`src/rtl/lfsr_traffic_pkg.sv`:
```
// Shared types and constants for the LFSR DDR3 traffic sequencer.
package lfsr_traffic_pkg;

    localparam int unsigned ERR_CNT_W = 16;

    // Feedback taps of the pattern LFSR (XNOR form, so an all-zero seed still runs)
    localparam int unsigned TAP_A = 19;
    localparam int unsigned TAP_B = 6;
    localparam int unsigned TAP_C = 2;
    localparam int unsigned TAP_D = 1;

    typedef enum logic [2:0] {
        ST_IDLE,
        ST_WR_CMD,
        ST_WR_DATA,
        ST_RD_SEED,
        ST_RD_CMD,
        ST_RD_DATA,
        ST_DONE
    } state_t;

endpackage

```
`src/rtl/lfsr_traffic_ctrl_pattern_gen.sv`:
```
// Pattern LFSR shared by the write and read-check phases; load wins over advance.
module lfsr_pattern_gen
    import lfsr_traffic_pkg::*;
#(
    parameter int unsigned DATA_WIDTH = 64
) (
    input  logic                  clk,
    input  logic                  reset,
    input  logic                  load,
    input  logic [DATA_WIDTH-1:0] seed,
    input  logic                  advance,
    output logic [DATA_WIDTH-1:0] value
);

    logic fb;

    always_comb begin
        fb = ~(value[TAP_A] ^ value[TAP_B] ^ value[TAP_C] ^ value[TAP_D]);
    end

    always_ff @(posedge clk or posedge reset) begin
        if (reset) begin
            value <= '0;
        end else if (load) begin
            value <= seed;
        end else if (advance) begin
            value <= {value[DATA_WIDTH-2:0], fb};
        end
    end

endmodule

```
`src/rtl/lfsr_traffic_ctrl.sv`:
```
// Self-checking DDR3 traffic sequencer: writes LFSR bursts, reseeds, reads back and compares.
// Optional read watchdog enabled by defining TRAFFIC_TIMEOUT_EN.
module lfsr_traffic_ctrl
    import lfsr_traffic_pkg::*;
#(
    parameter int unsigned            ADDR_WIDTH     = 24,
    parameter int unsigned            DATA_WIDTH     = 64,
    parameter int unsigned            BURST_LEN      = 8,
    parameter int unsigned            NUM_BURSTS     = 16,
    parameter logic [DATA_WIDTH-1:0]  SEED           = '0,
    parameter int unsigned            TIMEOUT_CYCLES = 1024
) (
    input  logic                  clk,
    input  logic                  reset,
    input  logic                  start,
    output logic                  busy,
    output logic                  done,
    output logic                  pass,
    output logic [ERR_CNT_W-1:0]  err_count,
    output logic                  timeout,
    output logic                  cmd_valid,
    input  logic                  cmd_ready,
    output logic                  cmd_write,
    output logic [ADDR_WIDTH-1:0] cmd_addr,
    output logic                  wr_valid,
    input  logic                  wr_ready,
    output logic [DATA_WIDTH-1:0] wr_data,
    input  logic                  rd_valid,
    input  logic [DATA_WIDTH-1:0] rd_data
);

    localparam int unsigned BEAT_W = $clog2(BURST_LEN);
    localparam int unsigned BIDX_W = (NUM_BURSTS > 1) ? $clog2(NUM_BURSTS) : 1;

    if (DATA_WIDTH < 20 || BURST_LEN < 2 || BURST_LEN > 16 || NUM_BURSTS < 1
        || TIMEOUT_CYCLES < 1) begin : g_bad_params
        $error("lfsr_traffic_ctrl: illegal parameter combination");
    end

    state_t              state;
    logic [BIDX_W-1:0]   burst_idx;
    logic [BIDX_W-1:0]   next_idx;
    logic [BEAT_W-1:0]   beat_cnt;
    logic                last_beat;
    logic                last_burst;
    logic                lfsr_load;
    logic                lfsr_adv;
    logic                wdog_fire;

    function automatic logic [ADDR_WIDTH-1:0] burst_addr(input logic [BIDX_W-1:0] idx);
        return ADDR_WIDTH'(idx) * ADDR_WIDTH'(BURST_LEN);
    endfunction

    lfsr_pattern_gen #(
        .DATA_WIDTH (DATA_WIDTH)
    ) u_pattern (
        .clk     (clk),
        .reset   (reset),
        .load    (lfsr_load),
        .seed    (SEED),
        .advance (lfsr_adv),
        .value   (wr_data)
    );

    always_comb begin
        last_beat  = (beat_cnt == BEAT_W'(BURST_LEN - 1));
        last_burst = (burst_idx == BIDX_W'(NUM_BURSTS - 1));
        next_idx   = burst_idx + BIDX_W'(1);
        pass       = done && (err_count == '0) && !timeout;
    end

    // Reseed at the start of each phase; step on every accepted or received beat
    always_comb begin
        lfsr_load = 1'b0;
        lfsr_adv  = 1'b0;
        case (state)
            ST_IDLE, ST_DONE: lfsr_load = start;
            ST_RD_SEED:       lfsr_load = 1'b1;
            ST_WR_DATA:       lfsr_adv  = wr_valid && wr_ready;
            ST_RD_DATA:       lfsr_adv  = rd_valid;
            default:          ;
        endcase
    end

`ifdef TRAFFIC_TIMEOUT_EN
    localparam int unsigned WDOG_W = $clog2(TIMEOUT_CYCLES + 1);

    logic [WDOG_W-1:0] wdog;

    always_comb begin
        wdog_fire = (state == ST_RD_DATA) && !rd_valid
                    && (wdog == WDOG_W'(TIMEOUT_CYCLES - 1));
    end

    // Counts consecutive idle cycles while waiting for read beats
    always_ff @(posedge clk or posedge reset) begin
        if (reset) begin
            wdog <= '0;
        end else if (state != ST_RD_DATA || rd_valid) begin
            wdog <= '0;
        end else begin
            wdog <= wdog + WDOG_W'(1);
        end
    end
`else
    always_comb begin
        wdog_fire = 1'b0;
    end
`endif

    always_ff @(posedge clk or posedge reset) begin
        if (reset) begin
            state     <= ST_IDLE;
            burst_idx <= '0;
            beat_cnt  <= '0;
            err_count <= '0;
            busy      <= 1'b0;
            done      <= 1'b0;
            timeout   <= 1'b0;
            cmd_valid <= 1'b0;
            cmd_write <= 1'b0;
            cmd_addr  <= '0;
            wr_valid  <= 1'b0;
        end else begin
            case (state)
                ST_IDLE, ST_DONE: begin
                    if (start) begin
                        state     <= ST_WR_CMD;
                        err_count <= '0;
                        done      <= 1'b0;
                        timeout   <= 1'b0;
                        busy      <= 1'b1;
                        burst_idx <= '0;
                        cmd_addr  <= '0;
                        cmd_valid <= 1'b1;
                        cmd_write <= 1'b1;
                    end
                end
                ST_WR_CMD: begin
                    if (cmd_ready) begin
                        cmd_valid <= 1'b0;
                        wr_valid  <= 1'b1;
                        beat_cnt  <= '0;
                        state     <= ST_WR_DATA;
                    end
                end
                ST_WR_DATA: begin
                    if (wr_ready) begin
                        beat_cnt <= beat_cnt + BEAT_W'(1);
                        if (last_beat) begin
                            wr_valid <= 1'b0;
                            if (last_burst) begin
                                state <= ST_RD_SEED;
                            end else begin
                                burst_idx <= next_idx;
                                cmd_addr  <= burst_addr(next_idx);
                                cmd_valid <= 1'b1;
                                cmd_write <= 1'b1;
                                state     <= ST_WR_CMD;
                            end
                        end
                    end
                end
                ST_RD_SEED: begin
                    burst_idx <= '0;
                    cmd_addr  <= '0;
                    cmd_valid <= 1'b1;
                    cmd_write <= 1'b0;
                    state     <= ST_RD_CMD;
                end
                ST_RD_CMD: begin
                    if (cmd_ready) begin
                        cmd_valid <= 1'b0;
                        beat_cnt  <= '0;
                        state     <= ST_RD_DATA;
                    end
                end
                ST_RD_DATA: begin
                    if (rd_valid) begin
                        if (rd_data != wr_data && err_count != '1) begin
                            err_count <= err_count + ERR_CNT_W'(1);
                        end
                        beat_cnt <= beat_cnt + BEAT_W'(1);
                        if (last_beat) begin
                            if (last_burst) begin
                                busy  <= 1'b0;
                                done  <= 1'b1;
                                state <= ST_DONE;
                            end else begin
                                burst_idx <= next_idx;
                                cmd_addr  <= burst_addr(next_idx);
                                cmd_valid <= 1'b1;
                                cmd_write <= 1'b0;
                                state     <= ST_RD_CMD;
                            end
                        end
                    end else if (wdog_fire) begin
                        timeout <= 1'b1;
                        busy    <= 1'b0;
                        done    <= 1'b1;
                        state   <= ST_DONE;
                    end
                end
                default: state <= ST_IDLE;
            endcase
        end
    end

endmodule

```
`config.mk`:
```
export PLATFORM = sky130hd
export DESIGN_NAME = lfsr_traffic_ctrl
export DESIGN_NICKNAME = d
export VERILOG_FILES = /design/src/rtl/lfsr_traffic_pkg.sv /design/src/rtl/lfsr_traffic_ctrl_pattern_gen.sv /design/src/rtl/lfsr_traffic_ctrl.sv
export SDC_FILE = /design/constraint.sdc
export NUM_CORES = 1
export LEC_CHECK = 0
export BUFFER_PORTS_ARGS = -buffer_cell sky130_fd_sc_hd__clkbuf_2
export CORE_ASPECT_RATIO = 0.75
export CORE_UTILIZATION = 43
export DETAILED_ROUTE_END_ITERATION = 16
export PLACE_DENSITY = 0.77
export SYNTH_ARGS = -nofsm -noshare
export SYNTH_HDL_FRONTEND = slang
export SYNTH_SLANG_ARGS = --single-unit
```
`constraint.sdc`:
```
create_clock -name clk -period 8.75 [get_ports clk]
set_input_delay 1.75 -clock clk [delete_from_list [all_inputs] [get_ports clk]]
set_output_delay 1.75 -clock clk [all_outputs]
set_load 0.01 [all_outputs]
```
# Word-level counts from Yosys, hierarchy flattened
# Index checks and enable logic that the tools add are counted.
[op_classes] n_eq_ne=22 n_mux=61 n_addsub=3 reduce_logical=21 n_bitwise=4
[ops] cell="64-bit 2-to-1 mux" count=2
[ops] cell="24-bit 2-to-1 mux" count=5
[ops] cell="24-bit one-hot mux with 4 select lines" count=1
[ops] cell="64-bit inequality test" count=1
[ops] cell="16-bit 2-to-1 mux" count=3
[ops] cell="16-bit one-hot mux with 2 select lines" count=1
[ops] cell="3-bit 2-to-1 mux" count=10
[ops] cell="1-bit 2-to-1 mux" count=22
[ops] cell="2-bit inequality test (second input constant)" count=11
[ops] cell="4-bit 2-to-1 mux" count=5
[ops] cell="3-bit one-hot mux with 6 select lines" count=1
[ops] cell="16-bit by 1-bit adder with 16-bit output (second input constant)" count=1
[ops] cell="16-bit zero test" count=1
[ops] cell="16-bit inequality test (second input constant)" count=1
[ops] cell="4-bit one-hot mux with 4 select lines" count=1
[ops] cell="4-bit AND reduction" count=4
[ops] cell="3-bit equality test (second input constant)" count=4
[ops] cell="1-bit one-hot mux with 2 select lines" count=5
[ops] cell="5-bit AND reduction" count=2
[ops] cell="3-bit one-hot mux with 3 select lines" count=1
[ops] cell="8-bit AND reduction" count=1
[ops] cell="7-bit AND reduction" count=1
[ops] cell="3-bit by 2-bit equality test with 1-bit output (second input constant)" count=2
[ops] cell="2-bit nonzero test" count=3
[ops] cell="other kinds (16)" count=22
[word_totals] regBits=119

# Logic depth before layout (Yosys ltp)
[depth] word_depth=6 depth_mapped=9 ltp_nobuf=9

# Hierarchy
# From an unflattened synthesis, not the netlist that was laid out.
[unflattened] cells_unflattened=622 hier_area_um2=5879.4
[modules_own_cells] mod="lfsr_pattern_gen" cells_per_inst=282 area_per_inst_um2=2974.1 n_inst=1 seq_area_each_um2=1601.5
[modules_own_cells] mod="lfsr_traffic_ctrl" cells_per_inst=340 area_per_inst_um2=2905.3 n_inst=1 seq_area_each_um2=775.7

# Worst setup path after synthesis
# Ideal clock, no wire load.
[synth_timing] path_type="input to register" startpoint="in rd_data[35]" endpoint="reg err_count[15]" n_path_buf=1 path_stages=8 arrival_time_ps=3199 path_slack_ps=5430 path_cell_list="xor2_1 -> nor4_1 -> nand4_1 -> nor4_4 -> a31oi_4 -> buf_2 -> a32oi_1 -> nand2_1"
[synth_via] elab_chain_len=4
[synth_rtl] item="from (decl)" line_no="lfsr_traffic_ctrl.sv:29" text="input logic [DATA_WIDTH-1:0] rd_data"
[synth_rtl] item="64-bit inequality test" line_no="lfsr_traffic_ctrl.sv:180" text="if (rd_data != wr_data && err_count != '1) begin"
[synth_rtl] item="1-bit logical AND" line_no="lfsr_traffic_ctrl.sv:180"
[synth_rtl] item="2-bit inequality test (no source line)"
[synth_rtl] item="4-bit AND reduction (no source line)"
[synth_rtl] item="to (signal assigned)" line_no="lfsr_traffic_ctrl.sv:181" text="err_count <= err_count + ERR_CNT_W'(1);"
[synth_rtl] item="to (decl)" line_no="lfsr_traffic_ctrl.sv:19" text="output logic [ERR_CNT_W-1:0] err_count,"
# No other way between the ends.
# A chain may end at the register's enable or synchronous reset.

# Final worst setup path
[layout_timing] startpoint="in start" endpoint="reg u_pattern.value[25]"
[layout_via] elab_chain_len=2 word_cells_on_any_way=3 cone_classes="2 x mux; 1 x reduce/logical"
[layout_rtl] item="from (decl)" line_no="lfsr_traffic_ctrl.sv:15" text="input logic start,"
[layout_rtl] item="1-bit one-hot mux with 2 select lines (*)" line_no="lfsr_traffic_ctrl.sv:76" text="case (state)"
[layout_rtl] item="64-bit 2-to-1 mux or 2-bit nonzero test (tied branches)"
[layout_rtl] item="to (signal assigned)" line_no="lfsr_traffic_ctrl_pattern_gen.sv:27" text="value <= {value[DATA_WIDTH-2:0], fb};"
[layout_rtl] item="to (decl)" line_no="lfsr_traffic_ctrl_pattern_gen.sv:12" text="output logic [DATA_WIDTH-1:0] value"
# Mark *: on every way between the ends. The rest lies on a longest branch, timed or not.

==> results_dict.tcl <==
set metrics [dict create \
    drv_cap 0 \
    ys.flop_type "dfrtp_1" \
    cts_tree "done" \
    p_leak_nw 3.28 \
    p_per_area_nw_per_um2 235 \
    grt_max_degree 67 \
    vias 4841 \
    hold_violations 0 \
    synth-edff-count 0 \
    setup_viol 0 \
    cp_max_fo 50 \
    dp.cells 883 \
    grt_pass1_vias 4217 \
    antenna_cells 0 \
    ys_types 55 \
    finalSetupTns_ns 0 \
    gp_congestion 0.829 \
    min_from "cmd_write" \
    clkTransAtPathRegs_ns 0.07 \
    timing.rr.start "state[1]" \
    reg2regPathDepth 6 \
    wl_per_cell_um 16.9 \
    min_path_type "register to register" \
    syn2layout_area_growth_pct 21.5 \
    status "completed" \
    clk-insertion-delay-late_ns 0.34 \
    grt-ovfl-total 0 \
    via_per_inst 5.38 \
    mostFrequentLayoutCell "clkbuf_2" \
    p_comb_share_pct 32.8 \
    synth.cell_area_sq_um 5330 \
    relSlewSlack_pct 21.9 \
    firstDrtPassIters 5 \
    gr-usage-all-layers_pct 23.9 \
    cp-start-kind "input pin" \
    antenna_found_initial 0 \
    cts_root_buf "clkbuf_16" \
    final_util_pct 54.7 \
    post_cts_buffers 0 \
    die_height_um 98.4 \
    p_int_mw 0.915 \
    fin_skew_ns 0.00761 \
    p_switching_mw 0.609 \
    coreArea_sq_um 11800 \
    fillers 1130 \
    synth-seq-cells 95 \
    synthArstFlopShare_pct 100 \
    nets 807 \
    yosys-top-cells-area "dfrtp_1 (45%), xor2_1 (11%), nand2_1 (9.2%), a21oi_1 (5.3%), a22o_1 (3.3%)" \
    fp.dieW_um 131 \
    crit_start "start" \
    netlist.area_leader.share_pct 44.6 \
    synth_top_area_cell "dfrtp_1" \
    drive_gt1_share_pct 26.2 \
    dp_hpwl_mm 11.1 \
    num_rows 34 \
    period_needed_ns 3.69 \
    cts_max_path_buffers 2 \
    cp.arrival_ns 3.96 \
    holdWs_ns 0.508 \
    worst_pin_slew_ns 1.17 \
    cts_made_buffers 9 \
    ir_drop_v 0.000145 \
    fmax_mhz 271 \
    pwr-share-clk_pct 27.9 \
    cts_num_sinks 95 \
    cts_hold_buf 0 \
    power_mw 1.52 \
    ys_warn_count 0 \
    critical_path_required_ns 9.02 \
    rsz0062_at_grt "false" \
    ys_seq_area_share_pct 44.6 \
    synthCells 591 \
    dieArea_sq_um 12800 \
    ant_nets 0 \
    grt_pass1_wl_mm 23.5 \
    finalCritPeriodShare_pct 42.2 \
    drt-initial-drc-count 448 \
    worstSetupPathType "input pin to register" \
    avgSynthCellArea_sq_um 9.01 \
    crit_path_end_kind "register" \
    pwr-share-seq_pct 39.3 \
    initial_core_util_pct 45.0 \
    cts_resized 0 \
    port_buffers 159 \
    stdcell_count 899 \
    totalWireLength_mm 15.2 \
    ioPinCount 181 \
    whs_path_depth 1 \
    drv_slew 0 \
    p_sw_share_pct 39.9 \
    layout_common_cells "clkbuf_2 (159), nand2_1 (130), dfrtp_1 (95), xor2_1 (66), a21oi_1 (56)" \
    h-tree-depth 3 \
    drc 0 \
]
## kinds of logic after synthesis
logic type	synth area share, %
mux	0.798
simple gates	19.1
buf+inv	6.34
xor+xnor	11.5
fa+ha+maj	1.17
compound gates	16.3
flops	44.6
other cells	0.0704
## path summary, 6_finish.rpt
check / to / slack (ns)
setup / recovery: u_pattern.value[25] / 5.06
hold / removal: cmd_write / 0.51
setup reg to reg: u_pattern.value[25] / 5.58
hold reg to reg: cmd_write / 0.51
max in group asynchronous: cmd_addr[5] / 6.17
min in group asynchronous: err_count[11] / 1.40
## routing by layer
metal	GRT usage (%)	share of wire, %
met4	5.04	0.97
met1	38.2	50
met2	33.5	44
met3	3.67	5.8
met5	0	0
## registers in the layout, indices dropped and copies added (netlist names)
name	flops
busy	1
state	3
cmd_addr	4
cmd_write	1
cmd_valid	1
done	1
wr_valid	1
beat_cnt	3
err_count	16
u_pattern.value	64
## stage by stage
stage	area, sq um	setup slack (ns)
2_1_floorplan	5400	4.52
3_5_place_dp	6150	4.72
4_1_cts	6470	5.08
6_report	6470	5.06
3_3_place_gp	6150	4.77
5_1_grt	6470	4.89
## power by group through the flow
stage / logic (mW) / clock network [mW] / registers [mW]
after floorplan: 0.379 / 0 / 0.567
after global placement: 0.495 / 0 / 0.604
after detailed placement: 0.500 / 0 / 0.606
after CTS: 0.501 / 0.434 / 0.597
after global routing: 0.554 / 0.449 / 0.610
final: 0.500 / 0.425 / 0.599
## cell type report
| cell class | count | area (sq um) | share of cell area, % |
|---|---|---|---|
| repair buffers | 164 | 833 | 12.9 |
| clock buffers | 10 | 229 | 3.54 |
| multi-input cells | 453 | 2700 | 41.7 |
| inverters | 9 | 36.3 | 0.561 |
| clock inverters | 6 | 92.6 | 1.43 |
| well taps | 162 | 203 | 3.13 |
| flip-flops and latches | 95 | 2380 | 36.7 |
## synthesized netlist by cell type, drive strengths merged (4+ instances only)
master	instances
a31oi	6
nor2b	4
a22o	20
ha	5
inv	9
and3	8
nor3	10
a21o	4
buf	37
xnor2	4
a31o	4
o21ai	15
dfrtp	95
nor2	19
xor2	66
nor4	22
nand3	10
a21oi	56
clkbuf	17
nand2	131
nand4	9
## worst max-delay path, stage by stage
cell      delay (ns)
clkbuf_2        0.12
nand2_1         0.10
nor2_1          0.05
o21ai_0         0.30
o21ai_4         0.09
buf_4           0.32
nor2_1          0.95
a22o_1          0.26
No activity file was read; power rests on OpenSTA's default activity.
